**config.mk**
```make
export PLATFORM = sky130hd
export DESIGN_NAME = demux_1to5
export DESIGN_NICKNAME = d
export VERILOG_FILES = /design/src/rtl/noc_pkg.sv /design/src/rtl/out_slot.sv /design/src/rtl/demux_1to5.sv
export SDC_FILE = /design/constraint.sdc
export NUM_CORES = 1
export LEC_CHECK = 0
export BUFFER_PORTS_ARGS = -buffer_cell sky130_fd_sc_hd__buf_2
export CAP_MARGIN = 20
export CORE_UTILIZATION = 48
export CTS_CLUSTER_DIAMETER = 100
export DETAILED_ROUTE_END_ITERATION = 12
export PLACE_DENSITY_LB_ADDON = 0.12
export SKIP_LAST_GASP = 1
export SLEW_MARGIN = 20
export SYNTH_ARGS = -nofsm -noshare
export SYNTH_HDL_FRONTEND = slang
export SYNTH_HIERARCHICAL = 1
export SYNTH_SLANG_ARGS = --single-unit
```
**constraint.sdc**
```tcl
create_clock -name clk_i -period 2.6 [get_ports clk_i]
set_input_delay 0.39 -clock clk_i [delete_from_list [all_inputs] [get_ports clk_i]]
set_output_delay 0.39 -clock clk_i [all_outputs]
set_load 0.005 [all_outputs]
```
**src/rtl/noc_pkg.sv**
```systemverilog
// noc_pkg
// Shared NoC router definitions: the 3-bit directional port encoding used by
// both the 1-to-5 demux and the 5-to-1 mux, the port count, the demux FSM
// state type and a helper that qualifies a destination code.
package noc_pkg;

    localparam int unsigned NUM_PORTS = 5;

    typedef enum logic [2:0] {
        N = 3'd0,
        S = 3'd1,
        W = 3'd2,
        E = 3'd3,
        L = 3'd4
    } port_e;

    typedef enum logic {
        StIdle,
        StLocked
    } demux_state_e;

    // Codes 5..7 do not name a direction.
    function automatic logic is_valid_port(input logic [2:0] port);
        return port <= 3'd4;
    endfunction

endpackage

```
**src/rtl/out_slot.sv**
```systemverilog
// out_slot
// One-entry registered output slot with a valid/ready handshake.
// Ports:
//   clk_i, rst_ni   clock, asynchronous active-low reset
//   wr_i, data_i    write strobe and payload from the distributor
//   valid_o, data_o registered output towards downstream
//   ready_i         downstream ready
//   can_accept_o    slot can take a write this cycle (empty or draining)
module out_slot
    import noc_pkg::*;
#(
    parameter int unsigned DATA_W = 4
) (
    input  logic              clk_i,
    input  logic              rst_ni,
    input  logic              wr_i,
    input  logic [DATA_W-1:0] data_i,
    input  logic              ready_i,
    output logic              valid_o,
    output logic [DATA_W-1:0] data_o,
    output logic              can_accept_o
);

    logic              r_valid;
    logic [DATA_W-1:0] r_data;

    // Pass-through drain: a full slot being emptied this cycle can be refilled.
    assign can_accept_o = !r_valid || ready_i;
    assign valid_o      = r_valid;
    assign data_o       = r_data;

    always_ff @(posedge clk_i or negedge rst_ni) begin
        if (!rst_ni) begin
            r_valid <= 1'b0;
            r_data  <= '0;
        end else if (wr_i) begin
            r_valid <= 1'b1;
            r_data  <= data_i;
        end else if (r_valid && ready_i) begin
            r_valid <= 1'b0;
        end
    end

endmodule

```
**src/rtl/demux_1to5.sv**
```systemverilog
// demux_1to5
// Router output-side distributor. Steers each wormhole packet from a single
// valid/ready flit stream to one of five directional slots (N, S, W, E, L).
// The head flit picks the destination, which stays locked until the tail.
// Ports:
//   clk_i, rst_ni               clock, asynchronous active-low reset
//   data_i, valid_i, ready_o    incoming flit handshake
//   head_i, tail_i, dest_i      flit framing and head destination
//   data_x_o, valid_x_o         per-direction registered outputs
//   ready_x_i                   per-direction downstream ready
//   lock_o                      packet in progress
//   err_o                       one-cycle pulse after a flit is dropped
module demux_1to5
    import noc_pkg::*;
#(
    parameter int unsigned DATA_W = 4
) (
    input  logic              clk_i,
    input  logic              rst_ni,
    input  logic [DATA_W-1:0] data_i,
    input  logic              valid_i,
    output logic              ready_o,
    input  logic              head_i,
    input  logic              tail_i,
    input  logic [2:0]        dest_i,
    output logic [DATA_W-1:0] data_n_o,
    output logic [DATA_W-1:0] data_s_o,
    output logic [DATA_W-1:0] data_w_o,
    output logic [DATA_W-1:0] data_e_o,
    output logic [DATA_W-1:0] data_l_o,
    output logic              valid_n_o,
    output logic              valid_s_o,
    output logic              valid_w_o,
    output logic              valid_e_o,
    output logic              valid_l_o,
    input  logic              ready_n_i,
    input  logic              ready_s_i,
    input  logic              ready_w_i,
    input  logic              ready_e_i,
    input  logic              ready_l_i,
    output logic              lock_o,
    output logic              err_o
);

    demux_state_e r_state, w_state_d;
    logic [2:0]   r_cur_dest, w_cur_dest_d;
    logic         r_err;

    logic [NUM_PORTS-1:0] w_slot_ready;
    logic [NUM_PORTS-1:0] w_slot_valid;
    logic [NUM_PORTS-1:0] w_slot_can;
    logic [NUM_PORTS-1:0] w_slot_wr;
    logic [DATA_W-1:0]    w_slot_data [NUM_PORTS];

    logic [2:0] w_sel;
    logic       w_sel_can;
    logic       w_head_ok;
    logic       w_accept;
    logic       w_write;
    logic       w_drop;

    assign w_slot_ready = {ready_l_i, ready_e_i, ready_w_i, ready_s_i, ready_n_i};

    for (genvar p = 0; p < NUM_PORTS; p++) begin : g_slot
        out_slot #(
            .DATA_W(DATA_W)
        ) u_slot (
            .clk_i       (clk_i),
            .rst_ni      (rst_ni),
            .wr_i        (w_slot_wr[p]),
            .data_i      (data_i),
            .ready_i     (w_slot_ready[p]),
            .valid_o     (w_slot_valid[p]),
            .data_o      (w_slot_data[p]),
            .can_accept_o(w_slot_can[p])
        );
    end

    always_comb begin
        w_sel        = (r_state == StLocked) ? r_cur_dest : dest_i;
        w_head_ok    = head_i && is_valid_port(dest_i);
        w_sel_can    = 1'b0;
        for (int p = 0; p < NUM_PORTS; p++) begin
            if (w_sel == 3'(p)) begin
                w_sel_can = w_slot_can[p];
            end
        end

        // Flits that will be dropped are always taken so the stream never wedges.
        if (r_state == StLocked) begin
            ready_o = w_sel_can;
        end else begin
            ready_o = w_head_ok ? w_sel_can : 1'b1;
        end

        w_accept = valid_i && ready_o;
        w_write  = w_accept && ((r_state == StLocked) || w_head_ok);
        w_drop   = w_accept && (r_state == StIdle) && !w_head_ok;

        for (int p = 0; p < NUM_PORTS; p++) begin
            w_slot_wr[p] = w_write && (w_sel == 3'(p));
        end

        w_state_d    = r_state;
        w_cur_dest_d = r_cur_dest;
        unique case (r_state)
            StIdle: begin
                if (w_write && !tail_i) begin
                    w_state_d    = StLocked;
                    w_cur_dest_d = dest_i;
                end
            end
            StLocked: begin
                if (w_accept && tail_i) begin
                    w_state_d = StIdle;
                end
            end
            default: w_state_d = StIdle;
        endcase
    end

    always_ff @(posedge clk_i or negedge rst_ni) begin
        if (!rst_ni) begin
            r_state    <= StIdle;
            r_cur_dest <= 3'd0;
            r_err      <= 1'b0;
        end else begin
            r_state    <= w_state_d;
            r_cur_dest <= w_cur_dest_d;
            r_err      <= w_drop;
        end
    end

    assign lock_o    = (r_state == StLocked);
    assign err_o     = r_err;

    assign valid_n_o = w_slot_valid[0];
    assign valid_s_o = w_slot_valid[1];
    assign valid_w_o = w_slot_valid[2];
    assign valid_e_o = w_slot_valid[3];
    assign valid_l_o = w_slot_valid[4];
    assign data_n_o  = w_slot_data[0];
    assign data_s_o  = w_slot_data[1];
    assign data_w_o  = w_slot_data[2];
    assign data_e_o  = w_slot_data[3];
    assign data_l_o  = w_slot_data[4];

endmodule

```
==> flow_summary.json, run 1 <==
{
  "status": "complete, no violations",
  "fp.dieW_um": 53.84,
  "cts_buffers": 5,
  "syn2layout_area_growth_pct": 28.81,
  "cp_max_fo": 9,
  "required_ns": 2.21,
  "antenna_found_initial": 0,
  "dieArea_sq_um": 2899,
  "synthesis.nets": 111,
  "p_total_w": 0.001686,
  "worstMarginPinSlew_ns": 0.6654,
  "dieHeight_um": 53.84,
  "syn_area_per_cell_sq_um": 13.72,
  "hold_ws_ns": 0.08873,
  "leakage_nw": 0.8607,
  "fin_nets": 166,
  "synthArstFlopShare_pct": 100.0,
  "rows": 18,
  "finalWirelength_um": 2689,
  "synth.area.top_cells": "dfrtp_1, mux2_2, nand2b_1",
  "min_path_type": "in2async",
  "grt_pass1_vias": 911,
  "worstSkewPairLatency_ns": 0.32,
  "synth-edff-count": 0,
  "viasPerCell": 5.200,
  "startpoint_type": "flop",
  "final_hold_viol_count": 0,
  "drtIter0Drc": 9,
  "end_kind": "primary output",
  "path_class": "reg2out",
  "wl_per_cell_um": 14.94,
  "drv_slew": 0,
  "cts_buffer_depth": 2,
  "synthFlopType": "dfrtp_1",
  "setup-tns-final_ns": 0,
  "synth.most_common_cell": "dfrtp_1",
  "cts_root_buffer": "clkbuf_4",
  "drc_errors": 0,
  "fmax_ghz": 0.4048,
  "place_congestion": 0.7976,
  "cts_tree": "done",
  "place_ws_ns": 0.07599,
  "synth_common_cells": "dfrtp_1, mux2_2, nand2b_1",
  "grt_start_max_net_pins": 31,
  "rsz0062_at_grt": "false",
  "yosys.area.top_type": "dfrtp_1",
  "power.density_nw_per_um2": 1015,
  "grt_use_total_pct": 22.50,
  "skew_ns": 0.01099,
  "crit_cells": 5,
  "crit_path_top_delay_cell": "dfrtp_1",
  "fin_crit_sh_pct": 95.02,
  "ys_ff_latch": 30,
  "worstRegToRegCells": 7,
  "initial_core_util_pct": 51.60,
  "fill_cells": 204,
  "cts_setup_buffers": 0,
  "cp_top_family": "multiplexers",
  "fin_ws_ns": 0.1295,
  "cts_max_level": 2,
  "drv_cap": 0,
  "clock_sinks": 30,
  "io_buffers": 44,
  "grt_overflow": 0,
  "crit_arrival_ns": 2.08,
  "num_vias": 936,
  "grt_first_pass_wirelength_um": 4340,
  "io-pin-count": 45,
  "drive_gt1_share_pct": 56.00,
  "core_sq_um": 2500,
  "setup_viol": 0,
  "synth_warnings": 6,
  "netlist_instances": 94,
  "crit_chain": "mux2i_2, mux2i_1, o221ai_2, or2_2, buf_2",
  "firstDrtPassIters": 4,
  "synthDistinctLibCells": 21,
  "irDropWorstVdd_uv": 625.8,
  "diodes": 0,
  "dp_hpwl_um": 1990,
  "cp_slowest_stage_delay_ns": 0.52,
  "synth-seq-area-share_pct": 58.20,
  "drtAntennaViolNets": 0,
  "path_buf_inv": 1,
  "clkTransAtPathRegs_ns": 0.10,
  "slew_headroom_pct": 55.64,
  "synth_top_area_share_pct": 58.20,
  "post-route-min-period_ns": 2.471,
  "synth_area_sq_um": 1290
}
[metal layers]
metal	up-vias	part of all wire, %	global-route usage [%]
met5	-	0	0
met4	0	1.0	10.53
met3	2	4.0	8.757
met2	23	53	35.60
met1	466	42	26.67
li1	445	-	-
[worst reg2reg max path: stages (launching register included)]
cell and delay (ns):
dfrtp_1 0.52, mux2i_2 0.36, mux2i_1 0.15, o221ai_2 0.26, nand2_1 0.17, nor3b_2 0.28
buf_4 0.18, mux2_2 0.33
[logic make-up (layout without fill, tap and decap cells)]
family | after synthesis | count (layout) | synth area share [%]
AO/OA/AOI/OAI | 6 | 6 | 3.588
buffers and inverters | 2 | 58 | 1.164
flip-flops | 30 | 30 | 58.20
multiplexers | 28 | 28 | 24.05
AND/OR/NAND/NOR | 28 | 28 | 13.00
[per-stage QoR]
step / instances / util (%) / cell area, sq um
4_1_cts: 180 / 66.12 / 1653
3_3_place_gp: 172 / 62.96 / 1574
2_1_floorplan: 94 / - / 1290
5_1_grt: 180 / 66.47 / 1662
3_5_place_dp: 172 / 62.96 / 1574
6_report: 180 / 66.47 / 1662
[where the power goes]
group / switching [W] / total (W) / internal (W)
clock: 0.000157 / 0.000342 / 0.000185
sequential: 0.000117 / 0.000766 / 0.000649
combinational: 0.000241 / 0.000578 / 0.000337
[final timing paths]
| kind | slack (ns) | from | endpoint |
|---|---|---|---|
| max | 0.13 | lock_o$_DFF_PN0_ | ready_o |
| min | 0.09 | rst_ni | r_cur_dest[2]$_DFFE_PN0P_ |
| max reg2reg | 0.23 | lock_o$_DFF_PN0_ | g_slot[0].u_slot/data_o[2]$_DFFE_PN0P_ |
| min reg2reg | 0.51 | g_slot[2].u_slot/data_o[0]$_DFFE_PN0P_ | g_slot[2].u_slot/data_o[0]$_DFFE_PN0P_ |
| max in group asynchronous | 2.07 | rst_ni | g_slot[4].u_slot/data_o[2]$_DFFE_PN0P_ |
| min in group clk_i | 0.31 | valid_i | err_o$_DFF_PN0_ |
[cell type report]
cell class | count | area, sq um | share of cell area (%)
tap | 30 | 37.54 | 2.259
multi-input combinational | 62 | 533.0 | 32.08
timing repair buffer | 49 | 257.7 | 15.51
inverter | 1 | 3.754 | 0.2259
sequential | 30 | 750.7 | 45.18
clock buffer | 8 | 78.83 | 4.744
[cells in the final DEF, fill, tap and decap left out]
cell type,count
nor2_1,4
inv_1,1
o221ai_2,1
nor3b_2,1
nor3b_1,2
and3b_2,1
a21oi_1,2
nor2b_1,2
mux2i_2,1
dfrtp_1,30
or2_2,1
mux2_2,21
and2_1,1
clkbuf_4,5
clkbuf_8,3
a32oi_1,1
o211ai_1,1
nor3_1,3
nand3_2,1
nand2b_1,10
nand2_1,2
mux2_1,3
buf_4,5
buf_2,44
o21ai_0,1
mux2i_1,3
[repair_timing]
action / in CTS / in global routing
hold buffers: 0 / 0
endpoints found under the setup margin: 0 / 4
resized for setup: 0 / 2
[sequential cells by signal, summed over array words and instances, names as in the netlist]
register,count
err_o,1
g_slot.u_slot/data_o,20
g_slot.u_slot/valid_o,5
lock_o,1
r_cur_dest,3
Power figures use the tool's default switching activity.
==> run 2: changes to the inputs <==
--- a/config.mk
+++ b/config.mk
@@ -7,13 +7,14 @@
 export LEC_CHECK = 0
 export BUFFER_PORTS_ARGS = -buffer_cell sky130_fd_sc_hd__buf_2
 export CAP_MARGIN = 20
-export CORE_UTILIZATION = 48
+export CORE_UTILIZATION = 50
 export CTS_CLUSTER_DIAMETER = 100
 export DETAILED_ROUTE_END_ITERATION = 12
+export HOLD_SLACK_MARGIN = 0.05
 export PLACE_DENSITY_LB_ADDON = 0.12
+export SKIP_CTS_REPAIR_TIMING = 1
 export SKIP_LAST_GASP = 1
 export SLEW_MARGIN = 20
 export SYNTH_ARGS = -nofsm -noshare
 export SYNTH_HDL_FRONTEND = slang
-export SYNTH_HIERARCHICAL = 1
 export SYNTH_SLANG_ARGS = --single-unit
==> flow_summary.json, run 2 <==
{
  "r2r_setup_slack_ns": 0.43,
  "clkPwrFrac_pct": 18.1,
  "p_total_w": 0.002095,
  "path_class": "reg2out",
  "final_common_cell": "buf_2",
  "netlist_instances": 107,
  "grt_overflow": 0,
  "clock_sinks": 30,
  "synth_common_cells": "dfrtp_1, mux2_2, mux2_4",
  "synth_fa_ha_area_share_pct": 0,
  "clkTransAtPathRegs_ns": 0.09,
  "fp.dieW_um": 56.02,
  "r2r_end": "g_slot[4].u_slot.data_o[2]$_DFFE_PN0P_",
  "syn_area_per_cell_sq_um": 13.63,
  "grt_first_pass_wirelength_um": 4981,
  "end_kind": "primary output",
  "skew_ns": 0.002920,
  "synthFlopType": "dfrtp_1",
  "required_ns": 2.21,
  "worstSkewPairLatency_ns": 0.32,
  "p_int_w": 0.001386,
  "power.density_nw_per_um2": 1178,
  "stdcell_area_sq_um": 1779,
  "irDropWorstVdd_uv": 839.0,
  "worstRegToRegCells": 5,
  "diodes": 0,
  "synth_top_area_share_pct": 51.46,
  "synth.most_common_cell": "dfrtp_1",
  "fin_crit_sh_pct": 89.85,
  "drv_cap": 0,
  "grt_pass1_vias": 976,
  "yosys.area_share.xor_xnor_pct": 0,
  "synthesis.nets": 124,
  "final_hold_viol_count": 0,
  "synthArstFlopShare_pct": 100.0,
  "yosys.area.top_type": "dfrtp_1",
  "setup_viol": 0,
  "min_path_type": "in2async",
  "grt_use_total_pct": 21.25,
  "synthDistinctLibCells": 34,
  "fin_nets": 173,
  "num_vias": 1041,
  "drive_gt1_share_pct": 58.33,
  "status": "complete, no violations",
  "p_seq_share_pct": 38.6,
  "synth-edff-count": 0,
  "firstDrtPassIters": 5,
  "dp_hpwl_um": 2170,
  "wl_per_cell_um": 15.50,
  "synth_warnings": 0,
  "synth-seq-area-share_pct": 51.46,
  "worstMarginPinSlew_ns": 0.6491,
  "reg2reg_from": "lock_o$_DFF_PN0_",
  "synth-simple-area-share_pct": 13.21,
  "cts_root_buffer": "clkbuf_4",
  "fin_ws_ns": 0.2640,
  "ys_ff_latch": 30,
  "placed_area_sq_um": 1692,
  "rows": 19,
  "cts_max_level": 2,
  "io-pin-count": 45,
  "viasPerCell": 5.567,
  "syn2layout_area_growth_pct": 21.96,
  "crit_arrival_ns": 1.95,
  "leakage_nw": 0.8745,
  "cts_buffers": 5,
  "cp_max_fo": 14,
  "fmax_ghz": 0.4281,
  "place_ws_ns": 0.3025,
  "antenna_found_initial": 0,
  "post-route-min-period_ns": 2.336,
  "cts_buffer_depth": 2,
  "finalWirelength_um": 2898,
  "synth_top_family_by_area": "multiplexers",
  "drtAntennaViolNets": 0,
  "drc_errors": 0,
  "synth_area_sq_um": 1459,
  "largest_reg_flops": 20,
  "power.switching_w": 0.0007089,
  "dieArea_sq_um": 3138,
  "layout_common_cells": "buf_2, dfrtp_1, mux2_2",
  "synth.area.top_cells": "dfrtp_1, mux2_2, mux2_4",
  "slew_headroom_pct": 56.72,
  "dieHeight_um": 56.02,
  "synth_compound_area_share_pct": 11.23,
  "synth.mux.area_fraction_pct": 20.75,
  "drtIter0Drc": 27,
  "setup-tns-final_ns": 0,
  "switching_share_pct": 33.84,
  "initial_core_util_pct": 52.90,
  "fin_util_pct": 64.52,
  "startpoint_type": "flop",
  "io_buffers": 44,
  "drv_slew": 0,
  "core_sq_um": 2758,
  "startpoint": "lock_o$_DFF_PN0_",
  "place_congestion": 0.9076,
  "grt_start_max_net_pins": 31,
  "cts_tree": "done",
  "comb_power_share_pct": 43.2,
  "rsz0062_at_grt": "false"
}
-- run 2: changes by cell type in the layout (fill, tap and decap cells not counted), sizes merged, moves of 3 or more --
| cell | change |
|---|---|
| and4 | +3 |
| buf | -4 |
| inv | +3 |
| mux2i | -3 |
| nand2 | +3 |
| nand2b | -7 |
| o21ai | +6 |
-- run 2: per-stage QoR --
stage,instances,hold WS (ns)
detailed placement,180,0.4566
CTS,187,0.09289
finish,187,0.07948
global route,187,0.1230
floorplan,107,0.09441
global placement,180,0.4504
-- run 2: cells by family (layout without fill, tap and decap cells) --
| group | after synthesis | count (layout) |
|---|---|---|
| simple gates | 26 | 26 |
| flops | 30 | 30 |
| buf+inv | 7 | 56 |
| mux | 24 | 24 |
| compound gates | 20 | 20 |
-- run 2: power groups by stage --
stage	Clock, W	Combinational [W]	Sequential (W)
5_1_grt	0.000408	0.000990	0.000841
6_report	0.000380	0.000906	0.000809
3_3_place_gp	0	0.000892	0.000809
4_1_cts	0.000387	0.000914	0.000806
3_5_place_dp	0	0.000908	0.000814
2_1_floorplan	0	0.000603	0.000803
-- run 2: worst max-delay path: stages (launching register included) --
cell and delay (ns):
dfrtp_2 0.53, mux2_2 0.45, o221ai_2 0.12, and4_1 0.25, o21ai_0 0.12, buf_2 0.15
-- run 2: worst max-delay path by stage --
stage | to | slack (ns) | cells past startpoint
3_5_place_dp | g_slot[4].u_slot.data_o[2]$_DFFE_PN0P_ | 0.30 | 5
4_1_cts | ready_o | 0.06 | 5
2_1_floorplan | g_slot[2].u_slot.data_o[0]$_DFFE_PN0P_ | 0.68 | 7
5_1_grt | ready_o | 0.12 | 5
6_report | ready_o | 0.26 | 5
3_3_place_gp | g_slot[4].u_slot.data_o[2]$_DFFE_PN0P_ | 0.33 | 5
-- run 2: final cells by class --
type / instances / area [sq um]
fill: 215 / 978.4
timing repair buffer: 45 / 227.7
multi-input combinational: 70 / 664.4
inverter: 4 / 15.01
clock inverter: 1 / 30.03
sequential: 30 / 752.0
clock buffer: 6 / 51.30
tap: 31 / 38.79
-- run 2: routing by layer --
| metal | GRT usage (%) | vias to the layer above | routed length [um] |
|---|---|---|---|
| li1 | - | 490 | - |
| met4 | 7.317 | 0 | 48 |
| met5 | 0 | - | 0 |
| met1 | 28.79 | 510 | 1382 |
| met3 | 7.907 | 6 | 158 |
| met2 | 31.46 | 35 | 1309 |
==> run 3: changes to the inputs <==
--- a/config.mk
+++ b/config.mk
@@ -7,11 +7,13 @@
 export LEC_CHECK = 0
 export BUFFER_PORTS_ARGS = -buffer_cell sky130_fd_sc_hd__buf_2
 export CAP_MARGIN = 20
+export CORE_ASPECT_RATIO = 0.9
 export CORE_UTILIZATION = 50
 export CTS_CLUSTER_DIAMETER = 100
 export DETAILED_ROUTE_END_ITERATION = 12
 export HOLD_SLACK_MARGIN = 0.05
 export PLACE_DENSITY_LB_ADDON = 0.12
+export RECOVER_POWER = 100
 export SKIP_CTS_REPAIR_TIMING = 1
 export SKIP_LAST_GASP = 1
 export SLEW_MARGIN = 20
==> flow_summary.json, run 3 (synthesis results as in run 2) <==
{
  "crit_cells": 5,
  "fmax_ghz": 0.4219,
  "place_congestion": 0.8506,
  "io-pin-count": 45,
  "violations": "capacitance limit, slew limit",
  "irDropWorstVdd_uv": 538.6,
  "crit_path_top_delay_cell": "dfrtp_2",
  "dieHeight_um": 53.25,
  "largest_reg_flops": 20,
  "place_inst": 189,
  "final_common_cell": "dfrtp_1",
  "stdcell_area_sq_um": 1679,
  "worstRegToRegCells": 5,
  "min_path_type": "in2reg",
  "rsz0062_at_grt": "false",
  "dieArea_sq_um": 3138,
  "drv_cap": 1,
  "rows": 18,
  "p_int_w": 0.001173,
  "cts_root_buffer": "clkbuf_4",
  "hold_ws_ns": 0.2800,
  "post-route-min-period_ns": 2.370,
  "grt_use_total_pct": 21.38,
  "drtAntennaViolNets": 0,
  "finalWirelength_um": 2938,
  "setup_viol": 0,
  "switching_share_pct": 36.62,
  "required_ns": 2.21,
  "hold_depth": 2,
  "cp_top_family": "simple AND/OR/NAND/NOR gates",
  "comb_power_share_pct": 43.2,
  "final_hold_viol_count": 0,
  "path_buf_inv": 1,
  "cpMostUsedCell": "o21ai_0",
  "syn2layout_area_growth_pct": 15.09,
  "fin_crit_sh_pct": 91.16,
  "diodes": 0,
  "drtIter0Drc": 18,
  "antenna_found_initial": 0,
  "io_buffers": 44,
  "clkTransAtPathRegs_ns": 0.09,
  "grt_pass1_vias": 1033,
  "initial_core_util_pct": 53.10,
  "crit_arrival_ns": 1.98,
  "cp_max_fo": 14,
  "power.switching_w": 0.0006776,
  "clock_sinks": 30,
  "dp_hpwl_um": 2252,
  "cts_buffers": 5,
  "leakage_nw": 0.7900,
  "viasPerCell": 5.240,
  "cp_slowest_stage_delay_ns": 0.53,
  "worstSkewPairLatency_ns": 0.32,
  "core_sq_um": 2748,
  "drive_gt1_share_pct": 40.38,
  "grt_first_pass_wirelength_um": 4685,
  "path_class": "reg2out",
  "status": "complete, but fails checks",
  "clkPwrFrac_pct": 13.1,
  "grt_overflow": 0,
  "cts_tree": "done",
  "crit_chain": "nor3b_2, o21ai_0, and2_1, o21ai_0, buf_2",
  "grt_start_max_net_pins": 31,
  "layout_common_cells": "dfrtp_1, buf_2, clkbuf_1",
  "worstMarginPinSlew_ns": 1.537,
  "num_vias": 1027,
  "power.density_nw_per_um2": 1102,
  "fp.dieW_um": 58.94,
  "drc_errors": 0,
  "fin_cells": 196,
  "drv_slew": 31,
  "slew_headroom_pct": -2.485,
  "fin_nets": 173,
  "p_seq_share_pct": 43.7,
  "fill_cells": 272,
  "fin_util_pct": 61.11,
  "wl_per_cell_um": 14.99,
  "cts_buffer_depth": 2,
  "setup-tns-final_ns": 0,
  "end_kind": "primary output",
  "skew_ns": 0.009657,
  "placed_area_sq_um": 1703,
  "firstDrtPassIters": 4,
  "startpoint_type": "flop",
  "cts_max_level": 2
}
-- run 3: changes by cell type in the layout (fill, tap and decap cells not counted), sizes merged --
cell,previous run,this run
clkinv,0,2
buf,45,29
bufinv,1,0
clkbuf,6,21
-- run 3: power groups by stage --
stage	Sequential (W)	Combinational (W)	Clock (W)
final	0.000808	0.000800	0.000242
after global routing	0.000841	0.000896	0.000276
after CTS	0.000805	0.000922	0.000254
after detailed placement	0.000813	0.000916	0
after global placement	0.000804	0.000905	0
after floorplan	0.000803	0.000603	0
-- run 3: per-stage QoR --
stage | total power, W | setup WS (ns)
after floorplan | 0.001407 | 0.6804
after global placement | 0.001709 | 0.4097
after detailed placement | 0.001729 | 0.3633
after CTS | 0.001981 | 0.01033
after global routing | 0.002014 | 0.07258
final | 0.001850 | 0.2298
-- run 3: final timing paths --
kind                                                           to                                   start  slack [ns]
max                                                       ready_o                        lock_o$_DFF_PN0_        0.23
min                          g_slot[2].u_slot.valid_o$_DFFE_PN0P_                               ready_w_i        0.28
max reg2reg                g_slot[4].u_slot.data_o[0]$_DFFE_PN0P_                        lock_o$_DFF_PN0_        0.34
min reg2reg                g_slot[3].u_slot.data_o[3]$_DFFE_PN0P_  g_slot[3].u_slot.data_o[3]$_DFFE_PN0P_        0.49
max in group asynchronous                        lock_o$_DFF_PN0_                                  rst_ni        1.16
min in group asynchronous    g_slot[0].u_slot.valid_o$_DFFE_PN0P_                                  rst_ni        0.43
-- run 3: area by class of cell --
class / instances / area (sq um) / area share (%)
Clock buffer: 5 / 37.54 / 2.235
Tap cell: 40 / 50.05 / 2.981
Sequential cell: 30 / 752.0 / 44.78
Clock inverter: 2 / 10.01 / 0.5961
Multi-Input combinational cell: 70 / 606.8 / 36.14
Inverter: 4 / 15.01 / 0.8942
Timing Repair Buffer: 45 / 207.7 / 12.37
-- run 3: metal layers --
metal / routed length [um] / global-route usage (%) / vias to the layer above / part of all wire, %
li1: - / - / 495 / -
met3: 149 / 5.623 / 8 / 5.1
met2: 1323 / 34.28 / 34 / 45
met5: 0 / 0 / - / 0
met1: 1418 / 26.79 / 490 / 48
met4: 47 / 10.32 / 0 / 1.6
